$ cat config.mk
export PLATFORM = sky130hd
export DESIGN_NAME = i2s_tdm_clk_gen
export DESIGN_NICKNAME = d
export VERILOG_FILES = /design/src/rtl/i2s_tdm_clk_gen.sv
export SDC_FILE = /design/constraint.sdc
export NUM_CORES = 1
export LEC_CHECK = 0
export ABC_CLOCK_PERIOD_IN_PS = 1900
export CAP_MARGIN = 20
export CORE_MARGIN = 1.5
export CORE_UTILIZATION = 49
export CTS_BUF_LIST = sky130_fd_sc_hd__clkbuf_2 sky130_fd_sc_hd__clkbuf_4 sky130_fd_sc_hd__clkbuf_8
export DETAILED_ROUTE_END_ITERATION = 10
export MAX_ROUTING_LAYER = met4
export PLACE_DENSITY_LB_ADDON = 0.05
export SLEW_MARGIN = 15
export SYNTH_ARGS = -nofsm -noshare
export SYNTH_HDL_FRONTEND = slang
export SYNTH_SLANG_ARGS = --single-unit
$ cat constraint.sdc
create_clock -name clk_ref -period 1.9 [get_ports clk_ref]
set_input_delay 0.38 -clock clk_ref [delete_from_list [all_inputs] [get_ports clk_ref]]
set_output_delay 0.38 -clock clk_ref [all_outputs]
set_load 0.02 [all_outputs]
$ cat src/rtl/i2s_tdm_clk_gen.sv
// I2S / TDM bit-clock and word-select generator.
// Divides clk_ref down to BCLK, tracks the slot/bit position and drives WS
// (stereo) or a one-BCLK frame sync (TDM). Supports I2S and left-justified
// framing. Start and stop are aligned to frame boundaries.
//
//   state | meaning
//   ------+------------------------------------------------------------
//   IDLE  | parked at last slot/last bit, outputs static, waits for enable
//   RUN   | dividing clk_ref, toggling BCLK, advancing slot/bit position
module i2s_tdm_clk_gen #(
  parameter int BCLK_HALF_DIV = 24,
  parameter int SLOT_BITS     = 24,
  parameter int NUM_SLOTS     = 2
) (
  input  logic                         clk_ref,
  input  logic                         reset,
  input  logic                         enable,
  input  logic                         mode,
  output logic                         clk_bit,
  output logic                         clk_ws,
  output logic                         frame_start,
  output logic                         tx_strobe,
  output logic                         rx_strobe,
  output logic [$clog2(NUM_SLOTS)-1:0] slot_idx,
  output logic [$clog2(SLOT_BITS)-1:0] bit_idx
);

  localparam int SW = $clog2(NUM_SLOTS);
  localparam int BW = $clog2(SLOT_BITS);
  // A divide of 1 still needs a 1-bit counter to keep the logic uniform
  localparam int DW = (BCLK_HALF_DIV > 1) ? $clog2(BCLK_HALF_DIV) : 1;

  localparam logic [SW-1:0] SLOT_LAST = SW'(NUM_SLOTS - 1);
  localparam logic [BW-1:0] BIT_LAST  = BW'(SLOT_BITS - 1);
  localparam logic [DW-1:0] DIV_LAST  = DW'(BCLK_HALF_DIV - 1);

  typedef enum logic {IDLE, RUN} state_t;

  state_t          state;
  logic            mode_q;
  logic [DW-1:0]   div_cnt;
  logic [SW-1:0]   slot_nxt;
  logic [BW-1:0]   bit_nxt;
  logic            frame_wrap;

  // WS level for a position. I2S leads the data by one BCLK, so it looks one
  // bit ahead; left-justified uses the position as is.
  function automatic logic ws_for(input logic [SW-1:0] s,
                                  input logic [BW-1:0] b,
                                  input logic          lj);
    logic [SW-1:0] es;
    logic [BW-1:0] eb;
    es = s;
    eb = b;
    if (!lj) begin
      if (b == BIT_LAST) begin
        eb = '0;
        es = (s == SLOT_LAST) ? '0 : s + SW'(1);
      end else begin
        eb = b + BW'(1);
      end
    end
    if (NUM_SLOTS == 2) return (es == SW'(1));
    else                return (es == '0) && (eb == '0);
  endfunction

  // Position the next BCLK fall would move to
  always_comb begin
    bit_nxt  = bit_idx + BW'(1);
    slot_nxt = slot_idx;
    if (bit_idx == BIT_LAST) begin
      bit_nxt  = '0;
      slot_nxt = (slot_idx == SLOT_LAST) ? '0 : slot_idx + SW'(1);
    end
    frame_wrap = (slot_nxt == '0) && (bit_nxt == '0);
  end

  // Sequencer: divider, BCLK toggling, position tracking and frame-aligned stop
  always_ff @(posedge clk_ref) begin
    if (reset) begin
      state       <= IDLE;
      mode_q      <= 1'b0;
      div_cnt     <= '0;
      clk_bit     <= 1'b0;
      clk_ws      <= 1'b0;
      frame_start <= 1'b0;
      tx_strobe   <= 1'b0;
      rx_strobe   <= 1'b0;
      slot_idx    <= SLOT_LAST;
      bit_idx     <= BIT_LAST;
    end else begin
      frame_start <= 1'b0;
      tx_strobe   <= 1'b0;
      rx_strobe   <= 1'b0;
      case (state)
        IDLE: begin
          if (enable) begin
            state   <= RUN;
            mode_q  <= mode;
            div_cnt <= '0;
            clk_ws  <= ws_for(slot_idx, bit_idx, mode);
          end
        end
        RUN: begin
          if (div_cnt == DIV_LAST) begin
            div_cnt <= '0;
            if (!clk_bit) begin
              clk_bit   <= 1'b1;
              rx_strobe <= 1'b1;
            end else if (frame_wrap && !enable) begin
              // End of frame with no run request: park without entering slot 0
              clk_bit <= 1'b0;
              state   <= IDLE;
            end else begin
              clk_bit     <= 1'b0;
              tx_strobe   <= 1'b1;
              slot_idx    <= slot_nxt;
              bit_idx     <= bit_nxt;
              frame_start <= frame_wrap;
              clk_ws      <= ws_for(slot_nxt, bit_nxt, mode_q);
            end
          end else begin
            div_cnt <= div_cnt + DW'(1);
          end
        end
        default: state <= IDLE;
      endcase
    end
  end

endmodule
==> impl_metrics.tcl <==
set metrics [dict create \
    firstDrtPassIters 4 \
    vdd_ir_drop_max_mv 0.364 \
    violations "setup timing" \
    synth_area_per_cell_um2 9.27 \
    hold_buffers 0 \
    powerDensity_nw_per_um2 538 \
    grt_pass1_wl_um 3430 \
    drc 0 \
    cts.sinks 18 \
    hpwlAfterDp_um 1530 \
    synth_nets 112 \
    cp.required_ns 2.10 \
    numCtsBuffers 3 \
    start_util 0.511 \
    p_int_uw 525 \
    diodes 0 \
    async_flop_share 0 \
    pre_cts_slack_ns -0.0745 \
    detail_route.wirelength_um 2130 \
    cts_tree "done" \
    maxCapViolCount 0 \
    final_cell_mix "dfxtp_1 (14), clkdlybuf4s50_1 (13), buf_4 (12), a21oi_1 (10), nor2_1 (7)" \
    area_delta_synth_final_pct 30.6 \
    clockBufferDepth 2 \
    numPortBuffers 14 \
    yosysTopAreaCellShare 0.367 \
    outcome "complete, but fails checks" \
    postLayoutCoreUtil 0.667 \
    r2r-end "bit_idx[4]" \
    fmax_ghz 0.502 \
    multi_input_area_um2 594 \
    fp-row-count 16 \
    synthCells 106 \
    finalHoldViolCount 0 \
    hp-start "div_cnt[1]" \
    synth_edf_count 0 \
    whs_path_depth 2 \
    wire_per_inst_um 13.5 \
    cts_max_level 1 \
    comb_power_share 0.086 \
    dp.cells 154 \
    seq_power_share 0.561 \
    drt_iter0_drc 16 \
    vias 881 \
    switching_share 0.239 \
    synth_adder_area_share 0.0255 \
    p_clk_frac 0.353 \
    dieHeight_um 47.8 \
    crit_type "flop to flop" \
    fin_worst_skew_ns 0.00988 \
    setup_slack_ns -0.0910 \
    critPathMaxFanout 5 \
    gp_congestion 0.800 \
    reg2regPathDepth 6 \
    ant_nets 0 \
    ff2ff_setup_slack_ns -0.09 \
    hold_class "flop to flop" \
    path_clk_slew_ns 0.11 \
    yosysSeqAreaShare 0.367 \
    dieArea_um2 2280 \
    syn_area_um2 982 \
    timing.rr.start "bit_idx[1]" \
    grt_pass1_vias 736 \
    yosysWarnings 0 \
    crit_path_start_kind "flop" \
    cts-root-buf "clkbuf_4" \
    fin_cells 158 \
    core_area_um2 1920 \
    antenna_found_initial 0 \
    tns_ns -0.416 \
    synthMuxAreaShare 0.0242 \
    hold_end "div_cnt[1]" \
    synth.distinct_cells 42 \
    grt_usage 0.227 \
    via_per_inst 5.58 \
    synthSimpleGateAreaFrac 0.260 \
    synth_top_family_by_area "simple AND/OR/NAND/NOR gates" \
    drive_gt1_frac 0.252 \
    synth_top_area_cell "dfxtp_1" \
    ys_ff_latch 18 \
    power.switching_uw 165 \
    regArea_um2 370 \
    synthTopCellsByArea "dfxtp_1 (37%), a21oi_1 (5.1%), o21ai_0 (3.1%), nor2_1 (3.1%), xor2_1 (2.7%)" \
    synth-compound-area-share 0.246 \
    nFillCells 160 \
    p_leak_nw 0.502 \
    grt_max_degree 16 \
    fin_nets 138 \
    worstPathArrival_ns 2.19 \
    worstMarginPinSlew_ns 0.546 \
    setup_viol 5 \
    slew-limit-headroom 0.635 \
    period_share 1.05 \
    synth_xor_area_frac 0.0268 \
    synthFlopType "dfxtp_1" \
    rsz0062_at_grt "yes" \
    die_w_um 47.8 \
    insertion_delay_ns 0.30 \
    layout_commonest_cell "dfxtp_1" \
    end_kind "flop" \
    boundaryPins 15 \
    drv_slew 0 \
    finalCriticalPeriod_ns 1.99 \
    overflow 0 \
]
-- worst max path at each step --
stage / start / to / slack (ns) / cells after the start
floorplan: bit_idx[0] / bit_idx[4] / -0.07 / 6
global placement: bit_idx[1] / bit_idx[4] / -0.04 / 6
detailed placement: bit_idx[1] / clk_ws / -0.07 / 6
CTS: bit_idx[1] / clk_ws / -0.09 / 6
global route: bit_idx[1] / slot_idx / -0.19 / 6
finish: bit_idx[1] / bit_idx[4] / -0.09 / 6
-- layout make-up --
type,count,area share
clock buffers,4,0.0283
inverters,4,0.0117
flip-flops and latches,18,0.289
well taps,27,0.0263
multi-input cells,79,0.463
repair buffers,26,0.181
-- metal layers --
metal | GRT usage | wire, µm | vias to the layer above
li1 | - | - | 457
met1 | 0.325 | 1100 | 398
met2 | 0.296 | 907 | 22
met3 | 0.0453 | 84 | 4
met4 | 0.114 | 44 | 0
met5 | - | 0 | -
-- cells by family (layout without fill, tap and decap cells) --
logic type / Yosys count / count (layout)
adders and majority gates: 2 / 2
and+or+nand+nor: 38 / 38
DFF: 18 / 18
xor gates and xnor gates: 3 / 3
AOI/OAI and AO/OA: 34 / 34
buffers and inverters: 9 / 34
muxes: 2 / 2
-- cells in the mapped netlist, types with 2 or more instances --
master	number
a211oi_1	3
ha_1	2
nor3_1	2
o21ai_0	6
nand3_1	5
o21ai_1	2
and4_1	2
nor2_1	8
inv_1	4
o211ai_1	2
buf_6	2
and3_1	2
a31oi_1	3
clkbuf_1	2
or3_1	2
nand3b_1	3
xor2_1	3
dfxtp_1	18
nand2_1	3
a21oi_1	10
-- metrics by stage --
stage / power (mW) / area, µm² / hold WS [ns]
2_1_floorplan: 0.429 / 1000 / 0.449
3_3_place_gp: 0.451 / 1230 / 0.460
3_5_place_dp: 0.453 / 1230 / 0.470
4_1_cts: 0.692 / 1270 / 0.485
5_1_grt: 0.719 / 1280 / 0.500
6_report: 0.691 / 1280 / 0.482
-- flip-flops by register name, summed over array words and instances (netlist names) --
register / count
state: 1
clk_bit: 1
slot_idx: 1
frame_start: 1
mode_q: 1
tx_strobe: 1
div_cnt: 5
bit_idx: 5
rx_strobe: 1
clk_ws: 1
-- power groups by stage --
stage / Combinational [mW] / Sequential (mW) / Clock, mW
6_report: 0.0596 / 0.387 / 0.244
5_1_grt: 0.0654 / 0.388 / 0.266
4_1_cts: 0.0580 / 0.387 / 0.247
3_5_place_dp: 0.0576 / 0.396 / 0
3_3_place_gp: 0.0562 / 0.395 / 0
2_1_floorplan: 0.0322 / 0.397 / 0
-- critical path, cell delays in order, from the launching register on --
cell,delay [ns]
dfxtp_4,0.37
ha_4,0.24
or4b_4,0.50
o22ai_4,0.15
o2111a_4,0.28
nor2_2,0.05
a221o_1,0.30
-- repair_timing --
item,4_1_cts,5_1_grt
pin swaps,0,1
endpoints found under the setup margin,6,9
gates resized for setup,2,4
buffers inserted,0,0
(Power assumes the default switching activity.)
